**config.mk**
```make
export PLATFORM = sky130hd
export DESIGN_NAME = reaction_timer_core
export DESIGN_NICKNAME = d
export VERILOG_FILES = /design/src/rtl/rt_pkg.sv /design/src/rtl/rt_min_select.sv /design/src/rtl/reaction_timer_core.sv
export SDC_FILE = /design/constraint.sdc
export NUM_CORES = 1
export LEC_CHECK = 0
export ABC_AREA = 0
export CORE_ASPECT_RATIO = 1.75
export CORE_UTILIZATION = 30
export DETAILED_ROUTE_END_ITERATION = 10
export HOLD_SLACK_MARGIN = 0.15
export PLACE_DENSITY = 0.54
export SLEW_MARGIN = 20
export SYNTH_ARGS = -nofsm -noshare
export SYNTH_HDL_FRONTEND = slang
export SYNTH_SLANG_ARGS = --single-unit
```
**constraint.sdc**
```tcl
create_clock -name clk100hz -period 7.4 [get_ports clk100hz]
set_input_delay 1.48 -clock clk100hz [delete_from_list [all_inputs] [get_ports clk100hz]]
set_output_delay 1.48 -clock clk100hz [all_outputs]
set_load 0.05 [all_outputs]
```
**src/rtl/rt_pkg.sv**
```systemverilog
// Shared types and constants for the reaction-timer engine.
// Build option: RT_BEST_TIME_EN adds per-player personal-best tracking in the top.
// No logic here; types and constants only.
package rt_pkg;

   // Round sequencing states
   typedef enum logic [1:0] {
      IDLE = 2'd0,
      ARM  = 2'd1,
      GO   = 2'd2,
      DONE = 2'd3
   } rt_state_t;

   // Width of a player index (up to 8 players)
   localparam int IDX_W = 3;

   // "No result" marker at the default result width
   localparam int RT_CNT_W = 16;
   localparam logic [RT_CNT_W-1:0] RES_NONE = '1;

endpackage

```
**src/rtl/rt_min_select.sv**
```systemverilog
// Purpose: argmin over N packed values under a valid mask, lowest index wins ties.
// Latency: purely combinational, zero cycles.
// Backpressure: none; the result follows the inputs continuously.
module rt_min_select
   import rt_pkg::*;
#(
   parameter int N = 2,
   parameter int W = 16
) (
   input  logic [N*W-1:0]   vals,
   input  logic [N-1:0]     valid,
   output logic [IDX_W-1:0] idx,
   output logic             found
);

   logic [W-1:0] best_v;

   // Upward scan; strict less-than keeps the earliest index on equal values
   always_comb begin
      idx    = '0;
      found  = 1'b0;
      best_v = '0;
      for (int i = 0; i < N; i++) begin
         if (valid[i] && (!found || (vals[i*W +: W] < best_v))) begin
            found  = 1'b1;
            best_v = vals[i*W +: W];
            idx    = IDX_W'(i);
         end
      end
   end

endmodule

```
**src/rtl/reaction_timer_core.sv**
```systemverilog
// Purpose: multi-player reaction timer (random arm delay, timing, false starts, winner); RT_BEST_TIME_EN adds personal bests.
// Latency: one 100 Hz tick per state step; results and winner valid from the first DONE cycle.
// Backpressure: none; inputs are sampled every tick and results hold until the next start edge.
module reaction_timer_core
   import rt_pkg::*;
#(
   parameter int N_PLAYERS = 2,
   parameter int CNT_W     = 16,
   parameter int RND_W     = 10,
   parameter int MIN_DELAY = 50,
   parameter int TIMEOUT   = 999   // must stay below 2**CNT_W-1 so it never aliases the no-result code
) (
   input  logic                       clk100hz,
   input  logic                       rst,
   input  logic                       start,
   input  logic [RND_W-1:0]           rnd,
   input  logic [N_PLAYERS-1:0]       resp,
   output logic                       go_led,
   output logic                       busy,
   output logic                       done,
   output logic [N_PLAYERS-1:0]       false_start,
   output logic [N_PLAYERS*CNT_W-1:0] times,
   output logic [IDX_W-1:0]           winner,
   output logic                       winner_valid
`ifdef RT_BEST_TIME_EN
   ,output logic [N_PLAYERS*CNT_W-1:0] best
`endif
);

   // Same all-ones code as RES_NONE, sized to this instance's result width
   localparam logic [CNT_W-1:0] NO_RESULT = {CNT_W{1'b1}};
   localparam logic [CNT_W-1:0] TMO       = CNT_W'(TIMEOUT);

   rt_state_t                  state, state_nxt;
   logic                       start_q;
   logic [N_PLAYERS-1:0]       resp_q;
   logic                       start_edge;
   logic [N_PLAYERS-1:0]       resp_edge;
   logic [RND_W:0]             delay_cnt, delay_nxt;
   logic [CNT_W-1:0]           elapsed, elapsed_nxt;
   logic [N_PLAYERS-1:0]       resolved, res_nxt;
   logic [N_PLAYERS-1:0]       fs_nxt;
   logic [N_PLAYERS*CNT_W-1:0] times_nxt;
   logic [N_PLAYERS-1:0]       elig;
   logic                       done_entry;
   logic                       round_start;
   logic [IDX_W-1:0]           sel_idx;
   logic                       sel_found;

   assign start_edge  = start & ~start_q;
   assign resp_edge   = resp & ~resp_q;
   assign round_start = start_edge && ((state == IDLE) || (state == DONE));
   assign done_entry  = (state_nxt == DONE) && (state != DONE);

   // go_led is gated by rst so it drops in the same tick reset is raised
   assign go_led = (state == GO) && !rst;
   assign busy   = (state == ARM) || (state == GO);
   assign done   = (state == DONE);

   // State register
   always_ff @(posedge clk100hz) begin
      if (rst) state <= IDLE;
      else     state <= state_nxt;
   end

   // Previous-tick copies of start and buttons for rising-edge detection
   always_ff @(posedge clk100hz) begin
      if (rst) begin
         start_q <= 1'b0;
         resp_q  <= '0;
      end else begin
         start_q <= start;
         resp_q  <= resp;
      end
   end

   // Next state and next round datapath (delay, elapsed, per-player results)
   always_comb begin
      state_nxt   = state;
      delay_nxt   = delay_cnt;
      elapsed_nxt = elapsed;
      res_nxt     = resolved;
      fs_nxt      = false_start;
      times_nxt   = times;
      case (state)
         IDLE, DONE: begin
            if (start_edge) begin
               delay_nxt   = (RND_W+1)'(MIN_DELAY) + {1'b0, rnd};
               elapsed_nxt = '0;
               res_nxt     = '0;
               fs_nxt      = '0;
               times_nxt   = {N_PLAYERS{NO_RESULT}};
               state_nxt   = ARM;
            end
         end
         ARM: begin
            delay_nxt = delay_cnt - 1'b1;
            fs_nxt    = false_start | resp_edge;
            res_nxt   = resolved | resp_edge;
            if (&res_nxt) begin
               state_nxt = DONE;
            end else if (delay_cnt <= (RND_W+1)'(1)) begin
               elapsed_nxt = '0;
               state_nxt   = GO;
            end
         end
         GO: begin
            if (elapsed != TMO) elapsed_nxt = elapsed + 1'b1;
            for (int i = 0; i < N_PLAYERS; i++) begin
               if (resp_edge[i] && !resolved[i]) begin
                  times_nxt[i*CNT_W +: CNT_W] = elapsed;
                  res_nxt[i]                  = 1'b1;
               end
            end
            if (elapsed == TMO) begin
               for (int i = 0; i < N_PLAYERS; i++) begin
                  if (!res_nxt[i]) begin
                     times_nxt[i*CNT_W +: CNT_W] = TMO;
                     res_nxt[i]                  = 1'b1;
                  end
               end
            end
            if (&res_nxt) state_nxt = DONE;
         end
         default: state_nxt = IDLE;
      endcase
   end

   // Round datapath registers
   always_ff @(posedge clk100hz) begin
      if (rst) begin
         delay_cnt   <= '0;
         elapsed     <= '0;
         resolved    <= '0;
         false_start <= '0;
         times       <= {N_PLAYERS{NO_RESULT}};
      end else begin
         delay_cnt   <= delay_nxt;
         elapsed     <= elapsed_nxt;
         resolved    <= res_nxt;
         false_start <= fs_nxt;
         times       <= times_nxt;
      end
   end

   // A player qualifies with no false start and a time strictly under the timeout
   always_comb begin
      elig = '0;
      for (int i = 0; i < N_PLAYERS; i++) begin
         elig[i] = !fs_nxt[i] && (times_nxt[i*CNT_W +: CNT_W] < TMO);
      end
   end

   rt_min_select #(.N(N_PLAYERS), .W(CNT_W)) u_win_sel (
      .vals  (times_nxt),
      .valid (elig),
      .idx   (sel_idx),
      .found (sel_found)
   );

   // Winner latched on the DONE entry edge, cleared when a new round starts
   always_ff @(posedge clk100hz) begin
      if (rst) begin
         winner       <= '0;
         winner_valid <= 1'b0;
      end else if (done_entry) begin
         winner       <= sel_found ? sel_idx : '0;
         winner_valid <= sel_found;
      end else if (round_start) begin
         winner       <= '0;
         winner_valid <= 1'b0;
      end
   end

`ifdef RT_BEST_TIME_EN
   logic [N_PLAYERS-1:0] best_upd;

   for (genvar g = 0; g < N_PLAYERS; g++) begin : g_best
      logic [IDX_W-1:0] b_idx;
      logic             b_found;
      // Slot 0 is the stored best (always valid), slot 1 this round's time
      rt_min_select #(.N(2), .W(CNT_W)) u_best_sel (
         .vals  ({times_nxt[g*CNT_W +: CNT_W], best[g*CNT_W +: CNT_W]}),
         .valid ({elig[g], 1'b1}),
         .idx   (b_idx),
         .found (b_found)
      );
      assign best_upd[g] = b_found && (b_idx == IDX_W'(1));
   end

   // Personal bests persist across rounds; only rst clears them
   always_ff @(posedge clk100hz) begin
      if (rst) begin
         best <= '1;
      end else if (done_entry) begin
         for (int i = 0; i < N_PLAYERS; i++) begin
            if (best_upd[i]) best[i*CNT_W +: CNT_W] <= times_nxt[i*CNT_W +: CNT_W];
         end
      end
   end
`endif

endmodule

```
Word level (Yosys, flattened, before mapping)
Index checks and enable logic that the tools add are counted.
{ "op_classes": {"n_addsub": 3, "multipliers": 0, "n_div": 0, "magnitude_cmp": 4, "n_eq_ne": 11, "n_shift": 0, "n_mux": 38, "bitwise_logic": 6, "reduce_logical": 25} }
{ "ops": {"columns": ["operator", "count"], "rows": [
  ["16-bit 2-to-1 mux", 9],
  ["32-bit 2-to-1 mux", 2],
  ["32-bit case mux with 2 select lines", 1],
  ["16-bit case mux with 3 select lines", 1],
  ["16-bit by 10-bit < comparator with 1-bit output, second input constant", 2],
  ["11-bit case mux with 2 select lines", 1],
  ["16-bit by 1-bit adder with 16-bit output, second input constant", 1],
  ["16-bit by 10-bit == test with 1-bit output, second input constant", 1],
  ["16-bit < comparator", 1],
  ["2-bit 2-to-1 mux", 8],
  ["16-bit by 10-bit != test with 1-bit output, second input constant", 1],
  ["2-bit case mux with 3 select lines", 2],
  ["6-bit by 10-bit adder with 11-bit output, first input constant", 1],
  ["11-bit by 1-bit less-or-equal comparator with 1-bit output, second input constant", 1],
  ["11-bit 2-to-1 mux", 1],
  ["11-bit by 1-bit subtractor with 11-bit output, second input constant", 1],
  ["1-bit 2-to-1 mux", 9],
  ["3-bit 2-to-1 mux", 3],
  ["1-bit logical AND", 8],
  ["2-bit == test, second input constant", 3],
  ["1-bit zero test", 6],
  ["2-bit != test, second input constant", 3],
  ["2-bit AND reduction", 3],
  ["2-bit by 1-bit != test with 1-bit output, second input constant", 2],
  ["12 further kinds", 16]
]} }
{ "totals": {"reg_bits": 72, "latchBits": 0, "ramBits": 0, "romBits": 0, "input_bits": 15, "output_inout_bits": 41, "wordCells": 97, "memories": 0} }

Depth between registers and ports, before layout
{ "depth": {"depth_word": 17, "mapped_depth": 22, "depth_no_buf": 19} }

Modules after synthesis
A second synthesis with hierarchy kept.
{ "hier_totals": {"hier_cells": 581, "hier_area_um2": 4530.6} }
{ "by_module_without_submodules": {"columns": ["module", "n_inst", "cells_each", "area_each_um2", "seq_area_each_um2"], "rows": [
  ["reaction_timer_core", 1, 518, 4092.7, 1441.4],
  ["rt_min_select", 1, 63, 437.9, 0.0]
]} }

Least setup slack after synthesis
OpenSTA, ideal clock, no wires.
{ "synth_path": {"path_type": "input-to-reg", "startpoint": "input port resp[0]", "endpoint": "register winner[0]", "setup_time_ns": 0.067, "arrival_ns": 4.795, "required_ns": 7.333, "slack_ns": 2.537, "path_stages": 16, "path_buffers": 1, "path_cell_list": "or3b_2 > clkbuf_1 > nand2_1 > nand2_1 > a222oi_1 > o311ai_1 > and4b_2 > or3_2 > ha_1 > and4_1 > a21oi_1 > a21boi_0 > a2111oi_0 > o21a_1 > o311ai_1 > a21oi_2"} }
{ "synth_via": {"elab_chain_len": 16, "elab_cells_between_ends": 34, "classes_between": "2 x order compare; 1 x eq/ne; 18 x mux; 3 x bitwise; 10 x reduce/logical"} }
{ "synth_lines": {"columns": ["item", "line_no", "text"], "rows": [
  ["start, declared", "reaction_timer_core.sv:17", "input logic [N_PLAYERS-1:0] resp,"],
  ["2-bit bitwise AND *", "reaction_timer_core.sv:51", "assign resp_edge = resp & ~resp_q;"],
  ["1-bit logical AND", "reaction_timer_core.sv:110", "if (resp_edge[i] && !resolved[i]) begin"],
  ["1-bit 2-to-1 mux", "reaction_timer_core.sv:110", null],
  ["1-bit 2-to-1 mux", "reaction_timer_core.sv:85", "case (state)"],
  ["16-bit 2-to-1 mux", "reaction_timer_core.sv:117", "if (!res_nxt[i]) begin"],
  ["32-bit 2-to-1 mux", "reaction_timer_core.sv:115", "if (elapsed == TMO) begin"],
  ["32-bit case mux with 2 select lines", "reaction_timer_core.sv:85", null],
  ["16-bit by 10-bit < comparator with 1-bit output", "reaction_timer_core.sv:150", "elig[i] = !fs_nxt[i] && (times_nxt[i*CNT_W +: CNT_W] < TMO);"],
  ["1-bit logical AND", "reaction_timer_core.sv:150", null],
  ["16-bit 2-to-1 mux / 1-bit 2-to-1 mux (equally long branches)", "rt_min_select.sv:24", "if (valid[i] && (!found || (vals[i*W +: W] < best_v))) begin"],
  ["16-bit < comparator / 1-bit zero test (equally long branches)", "rt_min_select.sv:24", null],
  ["1-bit logical OR", "rt_min_select.sv:24", null],
  ["1-bit logical AND", "rt_min_select.sv:24", null],
  ["1-bit 2-to-1 mux", "rt_min_select.sv:24", null],
  ["3-bit 2-to-1 mux", "reaction_timer_core.sv:167", "winner <= sel_found ? sel_idx : '0;"],
  ["3-bit 2-to-1 mux", "reaction_timer_core.sv:166", "end else if (done_entry) begin"],
  ["end signal, assigned", "reaction_timer_core.sv:167", null],
  ["end, declared", "reaction_timer_core.sv:23", "output logic [IDX_W-1:0] winner,"]
]} }
Mark *: on every way between the ends. The rest lies on a longest branch, timed or not. The select of a mux whose other input is x is not followed.
A chain may end at the register's enable or synchronous reset.

Final worst setup path
Ends and elaborated chain as after synthesis.

==> results.txt <==
----------------------------------------------------
[Layout]
  Non-filler instance count after layout ... between 800 and 900
  Share of post-route cells with drive strength above 1 ... slightly above 8%
  Top library cells by usage in the layout, fill and taps aside ... sky130_fd_sc_hd__dfxtp_1, sky130_fd_sc_hd__nand2_1, sky130_fd_sc_hd__clkdlybuf4s50_1
  Most common cell after layout, fill and taps aside ... sky130_fd_sc_hd__dfxtp_1
  Utilization after layout ... between 30% and 40%
  Final net count ... approximately 660
  Area growth from synthesis to layout ... 19.33%
  Antenna Diode Count ... 0
  Filler Cells Inserted ... ~1600

[Place]
  Half-perimeter wire length of the detailed placement result ... 11510 um
  Number of buffer cells added on primary ports ... 53
  Dpl cells ... roughly 790
  Weighted congestion at the end of routability-driven global placement ... about 0.94

[Global routing]
  Global-route total usage across every layer ... roughly a fifth
  Total gr overflow ... 0
  Initial antenna violation count ... 0
  Pin count of the biggest net entering global routing ... between 50 and 60
  First-pass GRT wire length ... between 20000 and 25000 um
  Number of global-route vias before repair ... 4519

[Clock network]
  Insertion delay to the later sink of the worst-skew pair ... about 340 ps
  TritonCTS clock tree ... yes
  Sinks on Clock Net ... 70
  Buffer depth of the longest clock path ... 2
  Clock root buffer ... sky130_fd_sc_hd__clkbuf_16
  Hold buffers post-CTS ... 0
  TritonCTS buffer count ... 9
  Setup Buffers After CTS ... 0
  Gates resized, CTS repair ... 0
  Clock-pin slew of the registers on the worst-case setup and hold paths ... roughly 60 ps
  Count of H-tree levels built during CTS ... 3

[STA]
  Shortest period the worst path allows ... approximately 5600 ps
  Final Hold Fails ... 0
  Max-slew violation total from the final report ... 0
  Achievable clock frequency ... between 150 and 200 MHz
  Hold Slack ... between 400 and 500 ps
  Worst clock skew ... between 7 and 8 ps
  Total setup violations reported at the end of the flow ... 0
  Unrepaired setup endpoints after global routing ... false
  Setup TNS ... 0 ps
  Transition at the pin with the smallest max-transition slack ... approximately 1100 ps
  Relative slew slack ... 26.81%
  Final period utilization ... approximately three quarters

[Floorplanning]
  DIE HEIGHT ... 165.6 um
  Die X ... 95.49 um
  Starting density of the core ... between 30% and 40%
  Die ar. ... between 15000 and 20000 um2
  Top-Level Pins ... 56
  Area inside the core boundary ... approximately 15000 um2
  Std cell rows ... 59

[Worst setup path]
  Type of element capturing the critical path ... flip-flop
  Worst R2R Path Depth ... 17
  CP Data Required Time ... 7670 ps
  Kind of critical path ... input port to flip-flop
  CP max FO ... 10
  Sort of element at the start of the critical path ... input port
  Data arrival time of the worst path ... between 5000 and 6000 ps

[Power]
  Switching share of total power ... 47.05%
  Power per unit of standard cell area ... about 380 nW/um2
  Total leakage power ... 1.961 nW
  Share of power burned in the clock network ... 19.5%
  Register share of total power ... 26.4%
  Switching power of the nets ... about 0.00097 W
  Largest voltage drop on the vdd net ... 189.1 uV
  PnR Total Power ... between 0.002 and 0.0025 W
  Power share of the combinational group ... 54.1%
  Internal power summed over all cells ... about 0.0011 W

[Routing]
  Routed wire per std cell ... 19.00 um
  Number of DRC markers after the initial detailed-route iteration ... ~350
  DRC viols ... 0
  Drt total wl ... around 15000 um
  Antenna Nets Post-Route ... 0
  Detail-routed via count per cell ... 5.766
  Vias after detailed routing ... around 4700
  Number of iterations in the first detailed-routing pass ... 8

[Outcome]
  Status ... finished clean

[Synth]
  Synth cell types ... 76
  Synth async-reset ratio ... 0%
  Area contributors post-synth ... sky130_fd_sc_hd__dfxtp_1, sky130_fd_sc_hd__ha_1, sky130_fd_sc_hd__a21oi_1
  Netlist area before placement ... roughly 4600 um2
  Gate count after technology mapping ... 589
  Largest area contributor in the netlist ... sky130_fd_sc_hd__dfxtp_1
  Register bit count reported by yosys ... 70
  Yosys warning total ... 0
  Commonest register cell after synthesis ... sky130_fd_sc_hd__dfxtp_1
  Mean instance size in the synthesized netlist ... 7.790 um2
  Count of flip-flops with a built-in enable after synthesis ... 0
  Share of the yosys chip area belonging to registers ... roughly 31%
  Top-area cell type share of the netlist area ... between 30% and 40%

[Min path]
  Cell depth of the worst min-delay path ... 2
  Path category of the worst min-delay check ... flip-flop to flip-flop

[Flow run]
  Number of violations of the max-capacitance limit ... 0

----------------------------------------------------
## flip-flops by register name, summed over array words and instances, names as in the netlist
signal	cells
false_start	2
times	32
resp_q	2
resolved	2
winner	1
winner_valid	1
delay_cnt	11
state	2
start_q	1
elapsed	16
## metrics by stage
stage / instance area (um2) / setup WS, ps
final: 5475 / 1806
after global routing: 5475 / 1308
after CTS: 5475 / 1854
after detailed placement: 5206 / 1509
after global placement: 5206 / 1617
after floorplan: 4611 / 2537
## cell usage after synthesis (all sizes together), types with 3 or more instances
library cell	n
a32o	3
a211o	3
nand3	16
o211ai	6
nor2	47
dfxtp	70
and2	4
a22oi	3
ha	22
nor3	7
or3	11
inv	19
o221ai	3
or4	4
o2bb2ai	6
a21oi	49
xor2	11
o22a	3
o311a	3
o21a	5
o21ai	38
xnor2	8
nor3b	3
or2	15
a31o	3
nor4	12
clkbuf	26
o311ai	8
o22ai	17
a21o	7
a2bb2oi	5
a211oi	4
and3	4
nor2b	11
buf	17
nand2	52
nand2b	18
nand4	8
## kinds of logic (layout without fill, tap and decap cells)
logic type / after synthesis / in the layout / share of synthesized area (%)
multiplexers: 2 / 2 / 0.4636
AND/OR/NAND/NOR: 228 / 228 / 26.73
other: 2 / 8 / 0.1637
buffers and inverters: 63 / 94 / 5.917
flip-flops: 70 / 70 / 30.54
XOR/XNOR: 19 / 19 / 3.627
AO/OA/AOI/OAI: 183 / 183 / 26.56
adder cells (fa/ha/maj): 22 / 22 / 5.999
## power by group through the flow
stage	combinational (W)	sequential, W	clock (W)
after floorplan	0.000582	0.000737	0
after global placement	0.00109	0.000551	0
after global routing	0.00121	0.000554	0.000425
after detailed placement	0.00110	0.000552	0
final	0.00111	0.000545	0.000402
after CTS	0.00111	0.000545	0.000409
## critical path: stages
cell and delay, ps:
sky130_fd_sc_hd__clkdlybuf4s50_1 570, sky130_fd_sc_hd__nor3b_2 560, sky130_fd_sc_hd__nand2_1 210, sky130_fd_sc_hd__a221oi_1 310, sky130_fd_sc_hd__a22o_1 270, sky130_fd_sc_hd__o311ai_1 120
sky130_fd_sc_hd__and4b_2 320, sky130_fd_sc_hd__or3_2 470, sky130_fd_sc_hd__ha_1 270, sky130_fd_sc_hd__and4_1 200, sky130_fd_sc_hd__a21oi_1 150, sky130_fd_sc_hd__a21boi_0 90
sky130_fd_sc_hd__a2111oi_0 430, sky130_fd_sc_hd__o21a_1 190, sky130_fd_sc_hd__o311ai_1 100, sky130_fd_sc_hd__a21oi_2 120
## per-layer routing
layer | vias to the layer above | wire length, um | global-route usage (%) | part of all wire [%]
li1 | 2206 | - | - | -
met1 | 2228 | 5915 | 22.30 | 38
met2 | 176 | 8015 | 36.27 | 52
met3 | 55 | 730 | 3.663 | 4.8
met4 | 0 | 707 | 10.79 | 4.6
met5 | - | 0 | 0 | 0
## layout make-up
class                      instances  area, um2  area share (%)
clock buffer                      12      246.5           4.502
clock inverter                     4      22.52          0.4113
inverter                          20      75.07           1.371
multi-input combinational        462       2938           53.66
sequential                        70       1401           25.59
tap                              183      229.0           4.182
timing repair buffer              58      563.0           10.28
## worst paths after layout
| kind | startpoint | to | slack, ps |
|---|---|---|---|
| max | resp[0] | winner[0] | 1810 |
| min | delay_cnt[1] | delay_cnt[1] | 490 |
| max reg2reg | state[0] | winner[0] | 2150 |
| min reg2reg | delay_cnt[1] | delay_cnt[1] | 490 |
Power figures use the tool's default switching activity.
